File: src/rtl/fp_addsub_seq.sv
// Sequential floating-point adder/subtractor (no denormals, truncation by default).
// Define FP_ROUND_NEAREST_EN to add a ROUND state with round-to-nearest-even.
module fp_addsub_seq #(
    parameter int EXP_W = 4,
    parameter int MAN_W = 7,
    localparam int W = 1 + EXP_W + MAN_W
) (
    input  logic         clk,
    input  logic         rst,
    input  logic [W-1:0] x,
    input  logic [W-1:0] y,
    input  logic         sub,
    input  logic         in_valid,
    output logic         in_ready,
    output logic [W-1:0] result,
    output logic         out_valid,
    input  logic         out_ready,
    output logic         ovf,
    output logic         unf,
    output logic         zero
);
    // Working mantissa: hidden bit, fraction, guard/round/sticky; SW adds the carry bit.
    localparam int MW = MAN_W + 4;
    localparam int SW = MW + 1;
    localparam logic [W-2:0] MAG_MAX = '1;

    typedef enum logic [2:0] {
        S_IDLE,
        S_ALIGN,
        S_ADD,
        S_NORM,
`ifdef FP_ROUND_NEAREST_EN
        S_ROUND,
`endif
        S_DONE
    } state_t;

    state_t             state_q;
    logic [W-1:0]       x_q, y_q;
    logic               sub_q;
    logic               sign_q;
    logic               eff_sub_q;
    logic [EXP_W-1:0]   exp_q;
    logic [MW-1:0]      big_q, small_q;
    logic [SW-1:0]      mant_q;
    logic [W-1:0]       result_q;
    logic               ovf_q, unf_q, zero_q;

    // Alignment datapath
    logic [EXP_W-1:0]       ex, ey, big_e, small_e, de;
    logic [W-2:0]           mag_x, mag_y;
    logic [MAN_W:0]         mx, my, big_m, small_m;
    logic [MW-1:0]          ext, shifted;
    logic                   sx, sy, x_ge;

    always_comb begin
        ex      = x_q[W-2:MAN_W];
        ey      = y_q[W-2:MAN_W];
        mag_x   = (ex == '0) ? '0 : x_q[W-2:0];
        mag_y   = (ey == '0) ? '0 : y_q[W-2:0];
        mx      = (ex == '0) ? '0 : {1'b1, x_q[MAN_W-1:0]};
        my      = (ey == '0) ? '0 : {1'b1, y_q[MAN_W-1:0]};
        sx      = x_q[W-1];
        sy      = y_q[W-1] ^ sub_q;
        x_ge    = (mag_x >= mag_y);
        big_e   = x_ge ? ex : ey;
        small_e = x_ge ? ey : ex;
        big_m   = x_ge ? mx : my;
        small_m = x_ge ? my : mx;
        de      = big_e - small_e;
        ext     = {small_m, 3'b000};
        if (int'(de) > MAN_W + 2) begin
            shifted = {{(MW-1){1'b0}}, |small_m};
        end else begin
            shifted    = ext >> de;
            shifted[0] = shifted[0] | (|(ext & ~({MW{1'b1}} << de)));
        end
    end

    logic [SW-1:0] sum_d;
    assign sum_d = eff_sub_q ? ({1'b0, big_q} - {1'b0, small_q})
                             : ({1'b0, big_q} + {1'b0, small_q});

    // One normalisation step
    logic [SW-1:0]    nm_d;
    logic [EXP_W-1:0] ne_d;
    logic             n_exit, n_ovf, n_unf, n_zero;

    always_comb begin
        nm_d   = mant_q;
        ne_d   = exp_q;
        n_exit = 1'b0;
        n_ovf  = 1'b0;
        n_unf  = 1'b0;
        n_zero = 1'b0;
        if (mant_q[SW-1]) begin
            n_exit = 1'b1;
            if (exp_q == '1) begin
                n_ovf = 1'b1;
            end else begin
                nm_d = {1'b0, mant_q[SW-1:2], |mant_q[1:0]};
                ne_d = exp_q + 1'b1;
            end
        end else if (mant_q[SW-2]) begin
            n_exit = 1'b1;
        end else if (mant_q == '0) begin
            n_exit = 1'b1;
            n_zero = 1'b1;
        end else if (exp_q <= EXP_W'(1)) begin
            n_exit = 1'b1;
            n_unf  = 1'b1;
        end else begin
            nm_d = mant_q << 1;
            ne_d = exp_q - 1'b1;
        end
    end

`ifdef FP_ROUND_NEAREST_EN
    logic [MAN_W+1:0] rsum_d;
    logic             rup;
    assign rup    = mant_q[2] & (mant_q[1] | mant_q[0] | mant_q[3]);
    assign rsum_d = {1'b0, mant_q[MW-1:3]} + {{(MAN_W+1){1'b0}}, rup};
`endif

    always_ff @(posedge clk) begin
        if (rst) begin
            state_q  <= S_IDLE;
            result_q <= '0;
            ovf_q    <= 1'b0;
            unf_q    <= 1'b0;
            zero_q   <= 1'b0;
        end else begin
            case (state_q)
                S_IDLE: begin
                    if (in_valid) begin
                        x_q     <= x;
                        y_q     <= y;
                        sub_q   <= sub;
                        ovf_q   <= 1'b0;
                        unf_q   <= 1'b0;
                        zero_q  <= 1'b0;
                        state_q <= S_ALIGN;
                    end
                end
                S_ALIGN: begin
                    sign_q    <= x_ge ? sx : sy;
                    eff_sub_q <= sx ^ sy;
                    exp_q     <= big_e;
                    big_q     <= {big_m, 3'b000};
                    small_q   <= shifted;
                    state_q   <= S_ADD;
                end
                S_ADD: begin
                    mant_q  <= sum_d;
                    state_q <= S_NORM;
                end
                S_NORM: begin
                    mant_q <= nm_d;
                    exp_q  <= ne_d;
                    if (n_exit) begin
                        if (n_ovf) begin
                            result_q <= {sign_q, MAG_MAX};
                            ovf_q    <= 1'b1;
                        end else if (n_zero) begin
                            result_q <= '0;
                            zero_q   <= 1'b1;
                        end else if (n_unf) begin
                            result_q <= {sign_q, {(W-1){1'b0}}};
                            unf_q    <= 1'b1;
                            zero_q   <= 1'b1;
                        end else begin
                            result_q <= {sign_q, ne_d, nm_d[MW-2:3]};
                        end
`ifdef FP_ROUND_NEAREST_EN
                        state_q <= S_ROUND;
`else
                        state_q <= S_DONE;
`endif
                    end
                end
`ifdef FP_ROUND_NEAREST_EN
                S_ROUND: begin
                    // Special results were already finalised in NORM.
                    if (!(ovf_q || unf_q || zero_q)) begin
                        if (rsum_d[MAN_W+1] && exp_q == '1) begin
                            result_q <= {sign_q, MAG_MAX};
                            ovf_q    <= 1'b1;
                        end else if (rsum_d[MAN_W+1]) begin
                            result_q <= {sign_q, exp_q + 1'b1, rsum_d[MAN_W:1]};
                        end else begin
                            result_q <= {sign_q, exp_q, rsum_d[MAN_W-1:0]};
                        end
                    end
                    state_q <= S_DONE;
                end
`endif
                S_DONE: begin
                    if (out_ready) state_q <= S_IDLE;
                end
                default: state_q <= S_IDLE;
            endcase
        end
    end

    assign in_ready  = (state_q == S_IDLE);
    assign out_valid = (state_q == S_DONE);
    assign result    = result_q;
    assign ovf       = ovf_q;
    assign unf       = unf_q;
    assign zero      = zero_q;

endmodule

File: config.mk
export PLATFORM = sky130hd
export DESIGN_NAME = fp_addsub_seq
export DESIGN_NICKNAME = d
export VERILOG_FILES = /design/src/rtl/fp_addsub_seq.sv
export SDC_FILE = /design/constraint.sdc
export NUM_CORES = 1
export LEC_CHECK = 0
export BUFFER_PORTS_ARGS = -buffer_cell sky130_fd_sc_hd__buf_2
export CAP_MARGIN = 20
export CELL_PAD_IN_SITES_DETAIL_PLACEMENT = 0
export CELL_PAD_IN_SITES_GLOBAL_PLACEMENT = 1
export CORE_MARGIN = 4
export CORE_UTILIZATION = 34
export DETAILED_ROUTE_END_ITERATION = 10
export PLACE_DENSITY = 0.74
export SYNTH_ARGS = -nofsm -noshare
export SYNTH_HDL_FRONTEND = slang
export SYNTH_SLANG_ARGS = --single-unit
File: constraint.sdc
create_clock -name clk -period 5.8 [get_ports clk]
set_clock_uncertainty 0.15 [all_clocks]
set_input_delay 0.29 -clock clk [delete_from_list [all_inputs] [get_ports clk]]
set_output_delay 0.29 -clock clk [all_outputs]
set_load 0.02 [all_outputs]
==> results.json <==
{
  "drc": 0,
  "gp_congestion": 0.8621,
  "nets": 711,
  "drt-wirelength-per-cell_um": 14.35,
  "end_kind": "flop",
  "ys_ff_latch": 80,
  "r2r_setup_slack_ps": 1210,
  "drtPass1Iterations": 5,
  "p_total_uw": 1571,
  "hold_end": "state_q[2]",
  "synth_cell_types": 71,
  "clk_path_buf_depth": 2,
  "std_cell_rows": 45,
  "nFillCells": 1518,
  "slew_violations": 0,
  "period_share": 0.7913,
  "cp_cell_sequence": "or4_1 -> nand2_1 -> inv_1 -> ha_1 -> nor2b_1 -> o21ai_0 -> a21oi_1 -> nand2_1 -> nor2_1 -> a21oi_1 -> ha_1 -> inv_1 -> mux4_2 -> nand2b_4 -> mux2i_1 -> o31ai_1",
  "ios": 46,
  "power.density_nw_per_um2": 248.2,
  "yosysWarnings": 0,
  "grt_antenna_before_repair": 0,
  "relSlewSlack": 0.4087,
  "finalHoldViolations": 0,
  "yosysTopAreaCell": "edfxtp_1",
  "startpoint_type": "flop",
  "ctsHtreeMaxLevel": 3,
  "drt_wl_total_um": 12420,
  "synth_nets": 657,
  "final-seq-area_um2": 2222,
  "crit_slowest_cell": "or4_1",
  "post-cts-setup-buffer-count": 0,
  "reg2regPathDepth": 16,
  "coreArea_um2": 15370,
  "final.min_clock_period_ps": 4589,
  "die_x_um": 134.1,
  "ant_nets": 0,
  "area_growth_pct": 17.16,
  "r2r_end": "small_q[0]",
  "layout-drive-gt1-share": 0.1330,
  "hp-start": "out_ready",
  "vias_per_cell": 5.153,
  "status": "finished clean",
  "synth-async-reset-ratio": 0,
  "hp-class": "input pin to flop",
  "gr-total-overflow": 0,
  "cts-buffers-inserted": 9,
  "clock_latency_ps": 340,
  "place_hpwl_um": 9569,
  "grt_pass1_vias": 4199,
  "die_y_um": 134.1,
  "rr_startpoint": "y_q[7]",
  "vias": 4457,
  "dp_slack_ps": 1231,
  "die_area_um2": 17970,
  "whs_path_depth": 3,
  "critical_path_class": "flop to flop",
  "rsz0062_at_grt": "no",
  "cts-resized-gates": 0,
  "final_cell_mix": "nand2_1 (64), nor2_1 (62), edfxtp_1 (62), a21oi_1 (51)",
  "cp.arrival_ps": 4520,
  "synth_area_um2": 5404,
  "cap_violations": 0,
  "port_buffers": 45,
  "synth_edf_count": 62,
  "multi_input_area_um2": 2920,
  "finalSetupViolations": 0,
  "synth_area_leaders": "edfxtp_1 (34%), ha_1 (7.4%), dfxtp_1 (6.7%), a21oi_1 (4.7%), mux2i_1 (4.6%)",
  "synth_cells": 595,
  "fin_tns_setup_ps": 0,
  "diodes": 0,
  "worstMarginPinSlew_ps": 886.9,
  "ir_drop_uv": 149.0,
  "max_freq_mhz": 217.9,
  "grt_max_degree": 32,
  "setup_slack_ps": 1211,
  "drt_iter0_markers": 268,
  "layout_commonest_cell": "nand2_1",
  "start_util": 0.3516,
  "synth_area_per_cell_um2": 9.082,
  "slowest_delay_ps": 780,
  "yosysSeqAreaShare": 0.4112,
  "track_usage": 0.1416,
  "worstPathMaxFanout": 13,
  "required_ps": 5730,
  "hold-worst-slack_ps": 66.88,
  "cts.reportedPaths.clkPinSlew_ps": 60,
  "clock_sinks": 80,
  "cts-root-buf": "clkbuf_16",
  "grt_pass1_wl_um": 20820,
  "cts_tree": "yes",
  "leakagePower_uw": 0.002592,
  "synth_top_area_frac": 0.3445,
  "synth_flop_cell": "edfxtp_1"
}
-- logic make-up (layout without fill, tap and decap cells) --
| group | count (synthesis) | count (layout) | share of synthesized area |
|---|---|---|---|
| buf+inv | 63 | 122 | 0.04885 |
| simple gates | 223 | 223 | 0.1984 |
| xor+xnor | 12 | 12 | 0.02084 |
| compound gates | 148 | 148 | 0.1674 |
| fa+ha+maj | 33 | 33 | 0.07780 |
| mux | 36 | 36 | 0.07548 |
| flops | 80 | 80 | 0.4112 |
-- report_power, final --
group	internal [uW]	switching, uW
Clock	334	211
Combinational	143	198
Sequential	661	26.0
Total	1140	434
-- area by class of cell --
type / count / area share
tap: 211 / 0.04170
multi-input combinational: 452 / 0.4613
clock buffer: 13 / 0.03794
timing repair buffer: 76 / 0.08340
inverter: 30 / 0.01779
sequential: 80 / 0.3510
clock inverter: 3 / 0.006917
-- cell usage after synthesis, types with 3 or more instances --
master,instances
edfxtp_1,62
a211oi_1,4
clkbuf_1,24
nand2b_1,7
o21ai_0,45
mux2_2,8
dfxtp_1,18
nor2b_1,5
mux2i_1,25
o21a_1,3
ha_1,32
or3_1,5
xnor2_1,9
nor2_1,63
nor4_1,7
nor3_1,27
nand3_1,14
nand4_1,4
inv_1,29
a21oi_1,51
mux4_2,3
o22ai_1,8
o31ai_1,4
a31oi_1,4
o21bai_1,4
and2_1,6
nand2_1,64
a21o_1,5
-- worst max-delay path by stage --
stage | from | cells after the start | endpoint | slack (ps)
final | y_q[7] | 16 | small_q[0] | 1210
after global routing | y_q[7] | 16 | small_q[0] | 800
after CTS | y_q[7] | 16 | small_q[0] | 1200
after detailed placement | y_q[7] | 16 | small_q[0] | 1230
after global placement | y_q[7] | 16 | small_q[0] | 1370
after floorplan | y_q[7] | 21 | small_q[0] | 1170
-- layer usage --
| layer | vias up | GRT usage | wire length [um] |
|---|---|---|---|
| met5 | - | 0 | 0 |
| met2 | 93 | 0.2319 | 5882 |
| li1 | 2259 | - | - |
| met1 | 2098 | 0.1834 | 5771 |
| met4 | 0 | 0.04129 | 127 |
| met3 | 7 | 0.04014 | 635 |
-- flip-flops by register name, indices dropped and copies added (netlist names) --
name / flops
big_q: 8
eff_sub_q: 1
exp_q: 4
mant_q: 12
ovf: 1
result: 12
sign_q: 1
small_q: 11
state_q: 3
sub_q: 1
unf: 1
x_q: 12
y_q: 12
zero: 1
-- stage by stage --
| stage | utilization | cell area, um^2 | std cells |
|---|---|---|---|
| 3_5_place_dp | 0.3762 | 5782 | 823 |
| 5_1_grt | 0.4119 | 6331 | 865 |
| 3_3_place_gp | 0.3762 | 5782 | 823 |
| 4_1_cts | 0.4109 | 6316 | 864 |
| 2_1_floorplan | - | 5404 | 595 |
| 6_report | 0.4119 | 6331 | 865 |
-- worst max-delay path, delay by kind of cell (launching register included) --
family	cells	cell delay (ps)
mux	2	530
flops	1	490
compound gates	4	590
buf+inv	2	420
simple gates	6	1480
fa+ha+maj	2	670
-- repair_timing --
item	4_1_cts	5_1_grt
hold buffers	25	0
endpoints found under the hold margin	25	0
endpoints found under the setup margin	0	0
Power figures use the tool's default switching activity.
